--- src/rtl/screen_pkg.sv ---
// Shared definitions for the game-over / replay screen: sequencer states,
// loading-bar geometry and the RGB565 palette agreed with the pixel decoders.
package screen_pkg;

  typedef enum logic [1:0] {
    IDLE    = 2'd0,
    FILL    = 2'd1,
    PROMPT  = 2'd2,
    RESTART = 2'd3
  } state_e;

  localparam int NUM_SEGS  = 4;
  localparam int SEG_CNT_W = $clog2(NUM_SEGS + 1);
  localparam logic [SEG_CNT_W-1:0] LAST_SEG = SEG_CNT_W'(NUM_SEGS - 1);

  localparam logic [15:0] RGB_BLACK  = 16'h0000;
  localparam logic [15:0] RGB_WHITE  = 16'hFFFF;
  localparam logic [15:0] RGB_GREEN  = 16'h07E0;
  localparam logic [15:0] RGB_RED    = 16'hF800;
  localparam logic [15:0] RGB_GREY   = 16'h8410;
  localparam logic [15:0] RGB_YELLOW = 16'hFFE0;

  // Thermometer code: n lit segments starting from the leftmost (bit 0).
  function automatic logic [NUM_SEGS-1:0] seg_mask_of(input logic [SEG_CNT_W-1:0] n);
    logic [NUM_SEGS:0] w_one;
    logic [NUM_SEGS:0] w_full;
    w_one  = {{NUM_SEGS{1'b0}}, 1'b1};
    w_full = (w_one << n) - w_one;
    return w_full[NUM_SEGS-1:0];
  endfunction

endpackage

--- src/rtl/replay_screen_ctrl_frame_divider.sv ---
// Counts enabled frame ticks modulo PERIOD and flags the tick that wraps.
module frame_divider #(
  parameter int unsigned PERIOD = 15
) (
  input  logic clk,
  input  logic rst,
  input  logic i_en,
  input  logic i_clr,
  output logic o_wrap
);

  localparam int unsigned CNT_W = $clog2(PERIOD + 1);
  localparam logic [CNT_W-1:0] LAST = CNT_W'(PERIOD - 1);

  logic [CNT_W-1:0] r_cnt;

  assign o_wrap = i_en && (r_cnt == LAST);

  // NOTE: clocked state uses non-blocking assignments so every register
  // samples pre-edge values regardless of statement order.
  always_ff @(posedge clk) begin
    if (rst || i_clr) begin
      r_cnt <= '0;
    end else if (i_en) begin
      r_cnt <= o_wrap ? '0 : r_cnt + CNT_W'(1);
    end
  end

endmodule

--- src/rtl/replay_screen_ctrl.sv ---
// Game-over screen sequencer: paced loading-bar fill, blinking REPLAY prompt,
// then a one-cycle restart on a fresh button press or prompt timeout.
module replay_screen_ctrl
  import screen_pkg::*;
#(
  parameter int unsigned FILL_FRAMES    = 15,
  parameter int unsigned BLINK_FRAMES   = 30,
  parameter int unsigned TIMEOUT_FRAMES = 600
) (
  input  logic                clk,
  input  logic                rst,
  input  logic                frame_tick,
  input  logic                game_over,
  input  logic                btn_replay,
  output logic                screen_on,
  output logic [NUM_SEGS-1:0] seg_mask,
  output logic                replay_on,
  output logic                restart,
  output logic                busy
);

  localparam int unsigned TO_W = (TIMEOUT_FRAMES > 0) ? $clog2(TIMEOUT_FRAMES + 1) : 1;
  localparam logic [TO_W-1:0] TO_LAST = TO_W'((TIMEOUT_FRAMES > 0) ? TIMEOUT_FRAMES - 1 : 0);
  localparam logic [TO_W-1:0] TO_MAX  = '1;

  state_e                 r_state, w_state_nxt;
  logic                   r_btn_prev;
  logic [SEG_CNT_W-1:0]   r_seg_cnt, w_seg_cnt_nxt;
  logic [TO_W-1:0]        r_to_cnt, w_to_cnt_nxt;
  logic                   r_screen_on, r_replay_on, r_restart, r_busy;
  logic [NUM_SEGS-1:0]    r_seg_mask;
  logic                   w_replay_nxt;
  logic                   w_press;
  logic                   w_fill_en, w_fill_wrap;
  logic                   w_blink_en, w_blink_wrap;

  assign w_press    = btn_replay && !r_btn_prev;
  assign w_fill_en  = (r_state == FILL) && frame_tick;
  // A press wins over the blink update in the same cycle.
  assign w_blink_en = (r_state == PROMPT) && frame_tick && !w_press;

  frame_divider #(.PERIOD(FILL_FRAMES)) u_fill_div (
    .clk    (clk),
    .rst    (rst),
    .i_en   (w_fill_en),
    .i_clr  (r_state != FILL),
    .o_wrap (w_fill_wrap)
  );

  frame_divider #(.PERIOD(BLINK_FRAMES)) u_blink_div (
    .clk    (clk),
    .rst    (rst),
    .i_en   (w_blink_en),
    .i_clr  (r_state != PROMPT),
    .o_wrap (w_blink_wrap)
  );

  // NOTE: every signal driven here gets a default first, so no path can
  // leave one unassigned and infer a latch.
  always_comb begin
    w_state_nxt   = r_state;
    w_seg_cnt_nxt = r_seg_cnt;
    w_to_cnt_nxt  = r_to_cnt;
    w_replay_nxt  = r_replay_on;
    case (r_state)
      IDLE: begin
        w_seg_cnt_nxt = '0;
        w_to_cnt_nxt  = '0;
        w_replay_nxt  = 1'b0;
        if (game_over) w_state_nxt = FILL;
      end
      FILL: begin
        if (w_fill_wrap) begin
          w_seg_cnt_nxt = r_seg_cnt + SEG_CNT_W'(1);
          if (r_seg_cnt == LAST_SEG) begin
            w_state_nxt  = PROMPT;
            w_replay_nxt = 1'b1;
            w_to_cnt_nxt = '0;
          end
        end
      end
      PROMPT: begin
        if (w_press) begin
          w_state_nxt = RESTART;
        end else begin
          if (w_blink_wrap) w_replay_nxt = !r_replay_on;
          if (frame_tick) begin
            if (r_to_cnt != TO_MAX) w_to_cnt_nxt = r_to_cnt + TO_W'(1);
            if ((TIMEOUT_FRAMES != 0) && (r_to_cnt == TO_LAST)) w_state_nxt = RESTART;
          end
        end
      end
      RESTART: begin
        w_state_nxt   = IDLE;
        w_seg_cnt_nxt = '0;
        w_to_cnt_nxt  = '0;
        w_replay_nxt  = 1'b0;
      end
      default: w_state_nxt = IDLE;
    endcase
  end

  // Outputs are registered from the next-state values so they line up with the state.
  always_ff @(posedge clk) begin
    if (rst) begin
      r_state     <= IDLE;
      r_btn_prev  <= 1'b1;
      r_seg_cnt   <= '0;
      r_to_cnt    <= '0;
      r_screen_on <= 1'b0;
      r_seg_mask  <= '0;
      r_replay_on <= 1'b0;
      r_restart   <= 1'b0;
      r_busy      <= 1'b0;
    end else begin
      r_state     <= w_state_nxt;
      r_btn_prev  <= btn_replay;
      r_seg_cnt   <= w_seg_cnt_nxt;
      r_to_cnt    <= w_to_cnt_nxt;
      r_screen_on <= (w_state_nxt != IDLE);
      r_seg_mask  <= seg_mask_of(w_seg_cnt_nxt);
      r_replay_on <= w_replay_nxt;
      r_restart   <= (w_state_nxt == RESTART);
      r_busy      <= (w_state_nxt != IDLE);
    end
  end

  assign screen_on = r_screen_on;
  assign seg_mask  = r_seg_mask;
  assign replay_on = r_replay_on;
  assign restart   = r_restart;
  assign busy      = r_busy;

endmodule

--- config.mk ---
export PLATFORM = sky130hd
export DESIGN_NAME = replay_screen_ctrl
export DESIGN_NICKNAME = d
export VERILOG_FILES = /design/src/rtl/screen_pkg.sv /design/src/rtl/replay_screen_ctrl_frame_divider.sv /design/src/rtl/replay_screen_ctrl.sv
export SDC_FILE = /design/constraint.sdc
export NUM_CORES = 1
export LEC_CHECK = 0
export ABC_CLOCK_PERIOD_IN_PS = 2500
export BUFFER_PORTS_ARGS = -buffer_cell sky130_fd_sc_hd__buf_2
export CAP_MARGIN = 40
export CORE_MARGIN = 5
export CORE_UTILIZATION = 35
export DETAILED_ROUTE_END_ITERATION = 16
export SYNTH_ARGS = -nofsm -noshare
export SYNTH_HDL_FRONTEND = slang
export SYNTH_SLANG_ARGS = --single-unit
export TNS_END_PERCENT = 1
--- constraint.sdc ---
create_clock -name clk -period 2.5 [get_ports clk]
set_input_delay 0.125 -clock clk [delete_from_list [all_inputs] [get_ports clk]]
set_output_delay 0.125 -clock clk [all_outputs]
set_load 0.01 [all_outputs]
==> flow_summary.toml <==
[worst_setup_path]
ff2ff_path_depth = 8
cp_common_cell = "ha_1"
worst-path-max-fanout = 6
end_kind = "flop"
setup.worst_path.class = "flop to flop"
cpLargestDelayFamily = "simple AND/OR/NAND/NOR gates"
r2r_end = "seg_mask[2]"
crit_required_ps = 2710
start_kind = "flop"
cpMaxStageDelayCell = "dfxtp_1"
crit_path_end = "seg_mask[2]"
cp_cell_sequence = "ha_1, and4_2, and3_2, nor4bb_2, o22ai_1, ha_1, a211o_1, a21oi_1"
worstSetupStartpoint = "u_fill_div.r_cnt[1]"
r2r-start = "u_fill_div.r_cnt[1]"
regToRegSetupSlack_ps = 160
cp.depth = 8
worst-endpoint-arrival_ps = 2550
cp_slowest_stage_delay_ps = 400
path_buf_inv = 0

[place]
place_area_mm2 = 0.00209
dpl_worst_slack_ps = 147
routabilityCongestion = 0.834
hpwl_mm = 3.03
portBuffers = 12

[clock_network]
cts_max_level = 2
clk_latency_ps = 290
clockBufferDepth = 2
cts_buffers = 5
cts-root-buf = "clkbuf_8"
clkSinkCount = 32
cts_tree = "done"
post_cts_buffers = 0
postCtsHoldBufs = 0
clk_pin_slew_ps = 60

[sta]
rsz0062_at_grt = "false"
drv_slew = 0
finalSetupViolCount = 0
setup_ws_ps = 159
max_freq_mhz = 427
max_slew_margin_pct = 42.8
whs_ps = 59.7
fin_skew_ps = 12.3
setup-tns-final_ps = 0
worstMarginPinSlew_ps = 854
fin_crit_sh_pct = 93.6
hold_violations = 0
period_minus_slack_ps = 2340

[floorplanning]
coreArea_mm2 = 0.00541
fp-row-count = 27
initial_utilization_pct = 35.5
die_h_um = 84.0
design.die.area_mm2 = 0.00706
boundaryPins = 13
die_x_um = 84.0

[finish]
utilization_pct = 40.4
drive_gt1_share_pct = 16.9
final_area_mm2 = 0.00219
nets = 259
layout_common_cells = "dfxtp_1, nor2_1, o21ai_0, nand2_1"
final_common_cell = "dfxtp_1"
fillers = 560
areaGrowthSynthToFinish_pct = 14.0
diodes = 0

[routing]
wl_per_cell_um = 13.5
drt_wl_total_mm = 4.25
drtAntennaViolNets = 0
num_vias = 1752
routed_via_density = 5.56
drtIter0Drc = 121
drc = 0
first_pass_iters = 4

[grt]
grtUsageMet3_pct = 2.76
track_usage_pct = 12.9
grt_max_degree = 21
overflow = 0
grtUsageMet1_pct = 17.0
grt_first_pass_wirelength_mm = 7.58
gr-usage-met2_pct = 20.4
grt_pass1_vias = 1658
busiest_layer = "met2"
grt_antenna_before_repair = 0

[logic_synthesis]
synth_cells = 228
synth-seq-cells = 32
ys.flop_type = "dfxtp_1"
synthesis.nets = 244
async_flop_share_pct = 0
synth_seq_area_share_pct = 33.4
yosysUniqueCellTypes = 57
syn_avg_cell_area_um2 = 8.41
yosysWarnings = 0
synth-edff-count = 0
synth_area_mm2 = 0.00192

[worst_hold_path]
hold_path_class = "primary input to flop"

[power]
peakVddDrop_mv = 0.226
leakagePower_nw = 0.777
cellPowerDensity_mw_per_mm2 = 471

[job]
maxCapViolations = 0

[run_status]
status = "complete, no violations"
## report_power, final
| group | switching, mW | internal [mW] |
|---|---|---|
| logic | 0.0832 | 0.0480 |
| registers | 0.00674 | 0.518 |
| clock network | 0.186 | 0.189 |
| total | 0.275 | 0.755 |
## area by class of cell
type	instances	area (um^2)	area share [%]
clock buffer	6	72.6	3.32
clock inverter	1	5.00	0.229
inverter	11	41.3	1.89
multi-input combinational	172	1200	54.7
sequential	32	641	29.3
tap	72	90.1	4.12
timing repair buffer	21	140	6.41
## cells in the mapped netlist, drive strengths merged, types with 3 or more instances
cell type | number | area (um^2)
dfxtp | 32 | 641
nor2 | 19 | 71.3
o21ai | 14 | 70.1
nand2 | 13 | 48.8
a21oi | 12 | 60.1
ha | 11 | 138
inv | 11 | 41.3
nor3 | 11 | 55.1
buf | 8 | 41.3
nand4 | 8 | 56.3
nand3 | 7 | 35.0
mux2i | 6 | 60.1
nand2b | 6 | 37.5
clkbuf | 5 | 18.8
nor4 | 5 | 50.1
nor4b | 5 | 50.0
o21bai | 5 | 37.5
or4 | 5 | 37.5
and3 | 3 | 18.8
## metrics by stage
step                power (mW)  std cells
detailed placement       0.667        308
global route              1.09        315
global placement         0.668        308
finish                    1.03        315
floorplan                0.633        228
CTS                       1.05        315
## state kept, by name (all words and copies together), names as in the netlist
signal	cells
busy	1
replay_on	1
u_blink_div.r_cnt	5
seg_mask	4
r_btn_prev	1
r_seg_cnt	3
r_to_cnt	10
restart	1
u_fill_div.r_cnt	4
r_state	2
## timing repair
action	4_1_cts	5_1_grt
resized for setup	0	5
hold endpoints to repair	0	0
setup endpoints to repair	0	1
## worst reg2reg max path, stage by stage, from the launching register on
cell	delay [ps]
dfxtp_1	400
ha_1	250
and4_2	310
and3_2	270
nor4bb_2	320
o22ai_1	110
ha_1	230
a211o_1	270
a21oi_1	130
## per-layer routing
metal | part of all wire [%] | up-vias
met5 | 0 | -
met1 | 51 | 842
li1 | - | 883
met3 | 2.5 | 7
met2 | 45 | 20
met4 | 1.7 | 0
## logic make-up after synthesis
family / Yosys count / synth area share (%)
and+or+nand+nor: 96 / 29.8
adders and majority gates: 11 / 7.18
DFF: 32 / 33.4
xor gates and xnor gates: 1 / 0.457
buffers and inverters: 24 / 5.29
AOI/OAI and AO/OA: 56 / 19.6
muxes: 8 / 4.31
## how the worst min path moves through the flow
stage | start | endpoint | slack, ps | cells past startpoint
floorplan | btn_replay | r_btn_prev | 230 | 1
CTS | btn_replay | r_btn_prev | 50 | 2
global placement | btn_replay | r_btn_prev | 340 | 2
detailed placement | btn_replay | r_btn_prev | 350 | 2
finish | btn_replay | r_btn_prev | 60 | 2
global route | btn_replay | r_btn_prev | 70 | 2
Note: power is estimated with default switching activity, not from simulation.
